$ cat src/rtl/mems_marker_fifo_writer.sv
// Merges MEMS line/frame marker requests and the sample stream into tagged 32-bit FIFO words.
// Each request flag gets a one-cycle done pulse. A 1-deep hold register absorbs samples that cannot be written in their own cycle.
module mems_marker_fifo_writer #(
    parameter int unsigned DATA_W = 16,
    parameter int unsigned IDX_W  = 14,
    parameter int unsigned CNT_W  = 16
) (
    input  logic              clk,
    input  logic              rst_n,
    input  logic              new_line,
    input  logic              new_frame,
    input  logic              sample_valid,
    input  logic [DATA_W-1:0] sample_data,
    input  logic              fifo_full,
    output logic              fifo_wr_en,
    output logic [31:0]       fifo_din,
    output logic              new_line_FIFO_done,
    output logic              new_frame_FIFO_done,
    output logic [CNT_W-1:0]  line_cnt,
    output logic [29:0]       frame_cnt,
    output logic [15:0]       drop_cnt
);

    localparam int unsigned WORD_W  = 32;
    localparam int unsigned FRAME_W = 30;
    localparam int unsigned DROP_W  = 16;

    typedef enum logic [1:0] {
        IDLE       = 2'd0,
        LINE_MARK  = 2'd1,
        FRAME_MARK = 2'd2,
        HOLD       = 2'd3
    } state_t;

    state_t              r_state;
    state_t              w_state_nxt;
    logic                r_hold_vld;
    logic [DATA_W-1:0]   r_hold_data;
    logic [IDX_W-1:0]    r_idx;

    logic                w_wr;
    logic [WORD_W-1:0]   w_din;
    logic                w_line_done;
    logic                w_frame_done;
    logic                w_drain;
    logic                w_direct;
    logic                w_capture;
    logic                w_drop;
    logic [CNT_W-1:0]    w_line_inc;
    logic [FRAME_W-1:0]  w_frame_inc;

    assign w_line_inc  = line_cnt + CNT_W'(1);
    assign w_frame_inc = frame_cnt + FRAME_W'(1);

    // Next state and this cycle's write selection
    always_comb begin
        w_state_nxt  = r_state;
        w_wr         = 1'b0;
        w_din        = '0;
        w_line_done  = 1'b0;
        w_frame_done = 1'b0;
        w_drain      = 1'b0;
        w_direct     = 1'b0;
        case (r_state)
            IDLE: begin
                if (!fifo_full) begin
                    if (r_hold_vld) begin
                        w_wr    = 1'b1;
                        w_drain = 1'b1;
                        w_din   = WORD_W'({2'b00, r_idx, r_hold_data});
                    end else if (new_frame) begin
                        w_state_nxt = FRAME_MARK;
                    end else if (new_line) begin
                        w_state_nxt = LINE_MARK;
                    end else if (sample_valid) begin
                        w_wr     = 1'b1;
                        w_direct = 1'b1;
                        w_din    = WORD_W'({2'b00, r_idx, sample_data});
                    end
                end
            end
            LINE_MARK: begin
                if (!fifo_full) begin
                    w_wr        = 1'b1;
                    w_line_done = 1'b1;
                    w_din       = {2'b01, 14'(frame_cnt), 16'(w_line_inc)};
                    w_state_nxt = HOLD;
                end
            end
            FRAME_MARK: begin
                if (!fifo_full) begin
                    w_wr         = 1'b1;
                    w_frame_done = 1'b1;
                    w_din        = {2'b10, w_frame_inc};
                    w_state_nxt  = HOLD;
                end
            end
            HOLD: begin
                // Upstream flag may still be high this cycle; ignore it
                w_state_nxt = IDLE;
            end
            default: w_state_nxt = IDLE;
        endcase
    end

    // A sample not written directly lands in hold if it is empty or draining now
    assign w_capture = sample_valid && !w_direct && (!r_hold_vld || w_drain);
    assign w_drop    = sample_valid && !w_direct && !w_capture;

    always_ff @(posedge clk or negedge rst_n) begin
        if (!rst_n) begin
            r_state <= IDLE;
        end else begin
            r_state <= w_state_nxt;
        end
    end

    always_ff @(posedge clk or negedge rst_n) begin
        if (!rst_n) begin
            r_hold_vld          <= 1'b0;
            r_hold_data         <= '0;
            r_idx               <= '0;
            fifo_wr_en          <= 1'b0;
            fifo_din            <= '0;
            new_line_FIFO_done  <= 1'b0;
            new_frame_FIFO_done <= 1'b0;
            line_cnt            <= '0;
            frame_cnt           <= '0;
            drop_cnt            <= '0;
        end else begin
            fifo_wr_en          <= w_wr;
            new_line_FIFO_done  <= w_line_done;
            new_frame_FIFO_done <= w_frame_done;
            if (w_wr) begin
                fifo_din <= w_din;
            end

            if (w_capture) begin
                r_hold_vld  <= 1'b1;
                r_hold_data <= sample_data;
            end else if (w_drain) begin
                r_hold_vld  <= 1'b0;
            end

            if (w_drop && (drop_cnt != {DROP_W{1'b1}})) begin
                drop_cnt <= drop_cnt + DROP_W'(1);
            end

            if (w_frame_done) begin
                frame_cnt <= w_frame_inc;
                line_cnt  <= '0;
                r_idx     <= '0;
            end else if (w_line_done) begin
                line_cnt  <= w_line_inc;
                r_idx     <= '0;
            end else if ((w_drain || w_direct) && (r_idx != {IDX_W{1'b1}})) begin
                r_idx     <= r_idx + IDX_W'(1);
            end
        end
    end

endmodule

$ cat config.mk
export PLATFORM = sky130hd
export DESIGN_NAME = mems_marker_fifo_writer
export DESIGN_NICKNAME = d
export VERILOG_FILES = /design/src/rtl/mems_marker_fifo_writer.sv
export SDC_FILE = /design/constraint.sdc
export NUM_CORES = 1
export LEC_CHECK = 0
export ABC_CLOCK_PERIOD_IN_PS = 6000
export CORE_ASPECT_RATIO = 1.25
export CORE_MARGIN = 1.5
export CORE_UTILIZATION = 42
export CTS_BUF_LIST = sky130_fd_sc_hd__clkbuf_2 sky130_fd_sc_hd__clkbuf_4 sky130_fd_sc_hd__clkbuf_8
export DETAILED_ROUTE_END_ITERATION = 10
export PLACE_DENSITY = 0.66
export RECOVER_POWER = 100
export SLEW_MARGIN = 15
export SYNTH_ARGS = -nofsm -noshare
export SYNTH_HDL_FRONTEND = slang
export SYNTH_SLANG_ARGS = --single-unit
$ cat constraint.sdc
create_clock -name clk -period 6 [get_ports clk]
set_input_delay 0.6 -clock clk [delete_from_list [all_inputs] [get_ports clk]]
set_output_delay 0.6 -clock clk [all_outputs]
set_load 0.03 [all_outputs]
==> results of run 1 <==
power groups by stage:
stage                     combinational [W]  clock [W]  sequential (W)
after floorplan                    0.000679          0         0.00159
after global placement              0.00146          0         0.00136
after detailed placement            0.00150          0         0.00137
after CTS                           0.00150   0.000825         0.00135
after global routing                0.00155   0.000864         0.00138
final                               0.00145   0.000813         0.00135
cells in the final DEF, fill, tap and decap left out, types with 18 or more instances in the layout:
master and n:
dfrtp_1 130, dlygate4sd3_1 99, nand2_1 65, nor2_1 62
xnor2_1 48, nand3_1 36, xor2_1 36, o21ai_0 25
nand4_1 22, nor3_1 22, a31oi_1 19, mux2_2 18
clkdlybuf4s50_1 18
synth_stat cells, drive strengths merged, types with 3 or more instances:
cell      n  share of area
and4     14          0.018
dfrtp   130           0.47
nand4    22          0.021
or2       3         0.0027
o41ai     3         0.0038
a222oi   11          0.016
a31oi    19          0.017
o21ai    26          0.019
mux2i     3         0.0043
o22ai     8         0.0072
inv      11         0.0059
xor2     36          0.045
nand3    36          0.026
nand2    65          0.035
nor3     24          0.020
or4       6         0.0065
buf      13         0.0099
clkbuf   32          0.018
ha        9          0.016
mux2     18          0.029
nand2b    4         0.0036
xnor2    48          0.060
o21a      3         0.0032
o211ai    7         0.0075
a21oi    18          0.015
a221oi   15          0.019
nor4      7         0.0063
and2      4         0.0036
and3     16          0.014
nor2     63          0.034
or3       6         0.0054
final cells by class:
type                       count  area (um2)  area share
clock buffer                  17         234      0.0271
inverter                      13        48.8     0.00565
sequential                   130        3250       0.376
timing repair buffer         122        1190       0.138
multi-input combinational    522        3450       0.399
clock inverter                15         191      0.0221
tap                          216         270      0.0313
sequential cells by signal, indices dropped and copies added, names as in the netlist:
name,cells
r_idx,14
fifo_wr_en,1
new_line_FIFO_done,1
r_state,2
drop_cnt,16
r_hold_vld,1
frame_cnt,30
r_hold_data,16
fifo_din,32
line_cnt,16
new_frame_FIFO_done,1
worst min-delay path by stage:
stage | from | end | cells past startpoint
after floorplan | rst_n | drop_cnt[0]$_DFFE_PN0P_ | 0
after CTS | rst_n | frame_cnt[25]$_DFFE_PN0P_ | 1
final | fifo_din[2]$_DFFE_PN0P_ | fifo_din[2]$_DFFE_PN0P_ | 2
after detailed placement | fifo_din[0]$_DFFE_PN0P_ | fifo_din[0]$_DFFE_PN0P_ | 2
after global routing | fifo_din[30]$_DFFE_PN0P_ | fifo_din[30]$_DFFE_PN0P_ | 2
after global placement | fifo_din[2]$_DFFE_PN0P_ | fifo_din[2]$_DFFE_PN0P_ | 2
kinds of logic (layout without fill, tap and decap cells):
logic type | after synthesis | after routing | share of synthesized area
AO/OA/AOI/OAI | 133 | 133 | 0.140
XOR/XNOR | 84 | 84 | 0.106
adder cells (fa/ha/maj) | 9 | 9 | 0.0162
buffers and inverters | 58 | 167 | 0.0345
flip-flops | 130 | 130 | 0.467
multiplexers | 21 | 21 | 0.0334
AND/OR/NAND/NOR | 275 | 275 | 0.203
metal layers:
layer	track usage	up-vias
li1	-	2795
met1	0.311	3021
met2	0.401	294
met3	0.0481	39
met4	0.0848	0
met5	0	-
stage by stage:
step / power [W] / hold slack [ps] / area [um2] / util / worst slack [ps]
floorplan: 0.00227 / 304 / 6970 / - / 3660
global placement: 0.00282 / 471 / 8250 / 0.509 / 2250
detailed placement: 0.00287 / 475 / 8250 / 0.509 / 2140
CTS: 0.00368 / 345 / 8680 / 0.536 / 2520
global route: 0.00380 / 513 / 8640 / 0.534 / 1180
finish: 0.00361 / 485 / 8640 / 0.534 / 1640
worst max-delay path, stage by stage, from the launching register on:
cell,delay (ps)
dfrtp_1,420
inv_1,100
ha_1,500
nand2b_1,670
clkinv_1,350
clkbuf_1,1050
nand3_1,300
or3_1,450
nor4_1,270
xor2_1,170
==> summary.txt, run 1 <==
Peak VDD IR: 0.198 mV
CTS Sinks: 130
Core Area: 0.0162 mm2
r2r setup slk: 1640 ps
area of the die: 0.0174 mm2
Site Rows: 52
DR WL met2: 9.99 mm
largest net degree at the start of global routing: 77
vias in the first global route: 6085
Vias/cell: 5.94
syn_nets: 741
crit path capture: frame_cnt[25]$_DFFE_PN0P_
synthesized cell area: 0.00697 mm2
Resized cells post-CTS: 0
clock network power share: 0.225
Worst setup EP type: flip-flop
Layout Nets: 837
Leak Pwr: 3.74 nW
Critical Path RT: 6380 ps
drt drc: 0
met3 wire len: 1.37 mm
Clock Skew: 14.6 ps
slew margin rel.: -1.78
setup_tns: 0 ps
Post-synth EDFFs: 0
max-slew violations: 121
drt initial violations: 652
top_reg_cell synth: dfrtp_1
Crit Path Category: flip-flop to flip-flop
sequential area share after synthesis: 0.467
Critical R2R Capture: frame_cnt[25]$_DFFE_PN0P_
Mapped Avg Cell Area: 9.81 um2
routed len/inst: 19.7 um
Hold Path Class: flip-flop to flip-flop
initial antenna violation count: 0
maximum clock insertion buffer count: 2
TritonCTS Buffers: 17
Reg-to-Reg Start: r_state[0]$_DFFE_PN0P_
clk slew on worst S/H paths: 80 ps
Async S/R FF share, synth: 1.00
P_int: 0.00210 W
CP Launch Type: flip-flop
total track usage: 0.240
H-Tree Depth: 4
first-pass GRT wire length: 33.0 mm
#FFs+latches synth: 130
setup bufs post-CTS: 0
f_max: 229 MHz
PD cells: 418 mW/mm2
Final setup viols: 0
layout cells sized above 1: 0.0757
GPL Wtd Cong: 0.870
IO Port Bufs: 118
IO Pins: 119
DR top layer: met4
CTS tree: done
Comb power frac: 0.400
DPL Wire Length: 14.4 mm
RSZ-0062 raised after global routing: false
drt pass-1 iters: 6
Routed Antenna Nets: 0
crit path time final: 4360 ps
Max Cap Violations: 2
M1 wire length: 8.61 mm
Fillers: 1415
Routed WL: 20.4 mm
post-synthesis instance total: 710
Die W: 118 um
Switching Fraction: 0.419
initial core utilization: 0.430
worst-skew pair later-pin latency: 440 ps
Arrival @ worst endpoint: 4730 ps
Die Ht: 147 um
Flop pwr share: 0.374
CTS root buffer: clkbuf_8
area delta synth->final: 24.1%
Yosys warning count: 0
ant diodes: 0
Reg2Reg Depth: 9
via count: 6149
Worst Max-Slew Pin Slew: 4170 ps
dpl cells: 1003
hold_buf cts: 0
non-filler cells, final: 1035
post-synth cell types: 62
switching pwr: 0.00151 W
CP Launch Point: r_state[0]$_DFFE_PN0P_
final hold vios: 0
Max FO, Critical Path: 30
Tcrit/Tclk final: 0.726
failing checks: capacitance limit, slew limit
aggregate global routing overflow: 0
status: finished, violations left
Note: power is estimated with default switching activity, not from simulation.
==> run 2, diff against run 1 <==
--- a/config.mk
+++ b/config.mk
@@ -5,13 +5,13 @@
 export SDC_FILE = /design/constraint.sdc
 export NUM_CORES = 1
 export LEC_CHECK = 0
-export ABC_CLOCK_PERIOD_IN_PS = 6000
+export ABC_CLOCK_PERIOD_IN_PS = 3700
 export CORE_ASPECT_RATIO = 1.25
 export CORE_MARGIN = 1.5
 export CORE_UTILIZATION = 42
 export CTS_BUF_LIST = sky130_fd_sc_hd__clkbuf_2 sky130_fd_sc_hd__clkbuf_4 sky130_fd_sc_hd__clkbuf_8
 export DETAILED_ROUTE_END_ITERATION = 10
-export PLACE_DENSITY = 0.66
+export PLACE_DENSITY = 0.68
 export RECOVER_POWER = 100
 export SLEW_MARGIN = 15
 export SYNTH_ARGS = -nofsm -noshare
==> constraint.sdc (replaced) <==
create_clock -name clk -period 3.7 [get_ports clk]
set_input_delay 0.37 -clock clk [delete_from_list [all_inputs] [get_ports clk]]
set_output_delay 0.37 -clock clk [all_outputs]
set_load 0.03 [all_outputs]
==> run 2 against run 1 <==
  * The flow now finishes without violations
  * First-iteration DRC count down 11%
  * Cell count up 0.97%
  * Global-route usage up 0.47 points
  * Core utilization up 0.49 points
  * Die area unchanged
  * Combinational power up 63%
  * Sequential share of layout area down 0.35 points
  * Routed wire length up 2.0%
  * Via count up 0.93%
  * Critical endpoint is now line_cnt[13]$_DFFE_PN0P_
  * Maximum frequency up 39%
  * Clock skew down 3.5 ps
  * Clock-buffer cell count up 6
==> summary.txt, run 2 (synthesized netlist as in run 1, its figures left out) <==
status: completed
Peak VDD IR: 0.322 mV (+62%)
Vias/cell: 5.94 (about the same)
non-filler cells, final: 1045 (+0.97%)
f_max: 318 MHz (+39%)
Biggest register: fifo_din
IO Pins: 119 (unchanged)
Layout Nets: 847 (+1.2%)
Final Instance Area: 0.00872 mm2 (+0.93%)
initial antenna violation count: 0 (unchanged)
layout cells sized above 1: 0.0760 (+0.000293)
max reg flops: 32 (unchanged)
Critical R2R Capture: line_cnt[13]$_DFFE_PN0P_
Site Rows: 52 (unchanged)
crit path time final: 3150 ps (-1210 ps)
Core Area: 0.0162 mm2 (unchanged)
commonest non-fill, non-tap cell in the layout: dfrtp_1
via count: 6206 (+0.93%)
area delta synth->final: 25.2%
final hold vios: 0 (unchanged)
Routed WL: 20.8 mm (+2.0%)
total track usage: 0.245 (+0.00472)
Worst Max-Slew Pin Slew: 1370 ps (-2800 ps)
drt drc: 0 (unchanged)
Reg-to-Reg Start: r_state[0]$_DFFE_PN0P_
CTS Sinks: 130 (unchanged)
setup_tns: 0 ps (unchanged)
CTS tree: done
Critical Path RT: 4050 ps (-2330 ps)
GPL Wtd Cong: 0.909 (+4.5%)
Min-Delay Path Depth: 1 (-1)
slowest CP cell: clkbuf_1
Clock Skew: 11.1 ps (-3.51 ps)
IO Port Bufs: 118 (unchanged)
worst-skew pair later-pin latency: 460 ps (+20 ps)
commonest cells after routing, fill and taps aside: dfrtp_1 (130), dlygate4sd3_1 (99), nand2_1 (65), nor2_1 (63), xnor2_1 (48)
HP Start: drop_cnt[13]$_DFFE_PN0P_
Tcrit/Tclk final: 0.850 (+0.124)
Leak Pwr: 3.80 nW (+1.6%)
drt initial violations: 579 (-11%)
Cell Chain, Critical Path: inv_1 > ha_1 > nand2b_1 > clkinv_1 > clkbuf_1 > nor2_1 > a22o_1
largest registers: fifo_din: 32 flops, frame_cnt: 30 flops
max-slew violations: 0 (-100%)
Final setup viols: 0 (unchanged)
dpl cells: 1012 (+0.90%)
drt pass-1 iters: 7 (+1)
fin util: 0.538 (+0.00494)
delay-heaviest family, CP: buffers and inverters
clk slew on worst S/H paths: 70 ps (about the same)
routed len/inst: 19.9 um (+1.0%)
Die W: 118 um (unchanged)
ant diodes: 0 (unchanged)
Max Cap Violations: 0 (-2)
Arrival @ worst endpoint: 3500 ps (-1230 ps)
PD cells: 689 mW/mm2 (+65%)
initial core utilization: 0.430 (unchanged)
Worst setup EP type: flip-flop
Worst path max stage delay: 760 ps (-290 ps)
Placed Area: 0.00833 mm2 (+0.97%)
TritonCTS Buffers: 17 (unchanged)
slew margin rel.: 0.0877 (+1.87)
Hold Crit Endpoint: drop_cnt[13]$_DFFE_PN0P_
first-pass GRT wire length: 33.4 mm (+1.2%)
Hold Path Class: flip-flop to flip-flop
maximum clock insertion buffer count: 2 (unchanged)
Crit Path Category: flip-flop to flip-flop
area of the die: 0.0174 mm2 (unchanged)
DPL Wire Length: 14.7 mm (+2.1%)
CP bufs+invs: 3 (unchanged)
Die Ht: 147 um (unchanged)
Routed Antenna Nets: 0 (unchanged)
aggregate global routing overflow: 0 (unchanged)
CP Launch Type: flip-flop
r2r setup slk: 550 ps (-1090 ps)
Reg2Reg Depth: 7 (-2)
largest net degree at the start of global routing: 77 (unchanged)
Max FO, Critical Path: 17 (-43%)
vias in the first global route: 6107 (+0.36%)
H-Tree Depth: 4 (unchanged)
RSZ-0062 raised after global routing: false
CTS root buffer: clkbuf_8
[run 2: cell count changes in the layout (fill, tap and decap cells not counted), moves of 2 or more]
| cell | change |
|---|---|
| buf_4 | +3 |
| clkinvlp_4 | -2 |
| clkbuf_8 | +2 |
| a2111oi_2 | -2 |
| clkinv_2 | -4 |
| a2111oi_0 | +2 |
| clkbuf_4 | +5 |
| clkbuf_1 | +4 |
[run 2: final cells by class]
| cell class | count | area [um2] |
|---|---|---|
| clock buffers | 23 | 292 |
| clock inverters | 9 | 178 |
| fillers | 1487 | 7480 |
| inverters | 13 | 48.8 |
| multi-input cells | 522 | 3430 |
| flip-flops and latches | 130 | 3250 |
| well taps | 216 | 270 |
| repair buffers | 132 | 1250 |
[run 2: worst register-to-register path: cells and delay by family, from the launching register on]
family	cells	cell delay, ps
flip-flops	1	420
buffers and inverters	3	1060
AO/OA/AOI/OAI	1	330
AND/OR/NAND/NOR	2	700
adder cells (fa/ha/maj)	1	530
[run 2: metrics by stage]
step / hold WS (ps) / setup WS [ps] / total power, W
floorplan: 74.4 / 1360 / 0.00367
global placement: 458 / 921 / 0.00462
detailed placement: 467 / 871 / 0.00470
CTS: 493 / 1100 / 0.00615
global route: 527 / 457 / 0.00630
finish: 481 / 554 / 0.00601
[run 2: repair_timing]
| item | 4_1_cts | 5_1_grt |
|---|---|---|
| hold endpoints to repair | 54 | 0 |
| buffers inserted | 0 | 0 |
| hold buffers | 1 | 0 |
| setup endpoints to repair | 0 | 0 |
| resized for setup | 0 | 0 |
[run 2: worst max path at each step]
stage	startpoint	end	slack (ps)	cells past startpoint
floorplan	frame_cnt[1]$_DFFE_PN0P_	fifo_din[16]$_DFFE_PN0P_	1360	7
global placement	sample_valid	fifo_din[9]$_DFFE_PN0P_	920	7
detailed placement	sample_valid	fifo_din[9]$_DFFE_PN0P_	870	7
CTS	r_state[1]$_DFFE_PN0P_	r_idx[6]$_DFFE_PN0P_	1100	7
global route	r_state[0]$_DFFE_PN0P_	frame_cnt[28]$_DFFE_PN0P_	460	9
finish	r_state[0]$_DFFE_PN0P_	line_cnt[13]$_DFFE_PN0P_	550	7
[run 2: power breakdown]
part | total, W | internal [W] | switching [W] | leakage (nW)
logic | 0.00237 | 0.000883 | 0.00148 | 1.87
clock network | 0.00144 | 0.000868 | 0.000576 | 0.242
registers | 0.00220 | 0.00180 | 0.000393 | 1.68
[run 2: routing by layer]
metal,global-route usage,part of all wire,up-vias
li1,-,-,2821
met1,0.314,0.41,3067
met2,0.405,0.50,266
met3,0.0466,0.062,52
met4,0.107,0.028,0
met5,0,0,-
==> run 3, diff against run 2 <==
--- a/config.mk
+++ b/config.mk
@@ -10,6 +10,7 @@
 export CORE_MARGIN = 1.5
 export CORE_UTILIZATION = 42
 export CTS_BUF_LIST = sky130_fd_sc_hd__clkbuf_2 sky130_fd_sc_hd__clkbuf_4 sky130_fd_sc_hd__clkbuf_8
+export CTS_CLUSTER_SIZE = 30
 export DETAILED_ROUTE_END_ITERATION = 10
 export PLACE_DENSITY = 0.68
 export RECOVER_POWER = 100
==> results of run 3 <==
Final layout, timing and power as in run 2 (identical DEF).
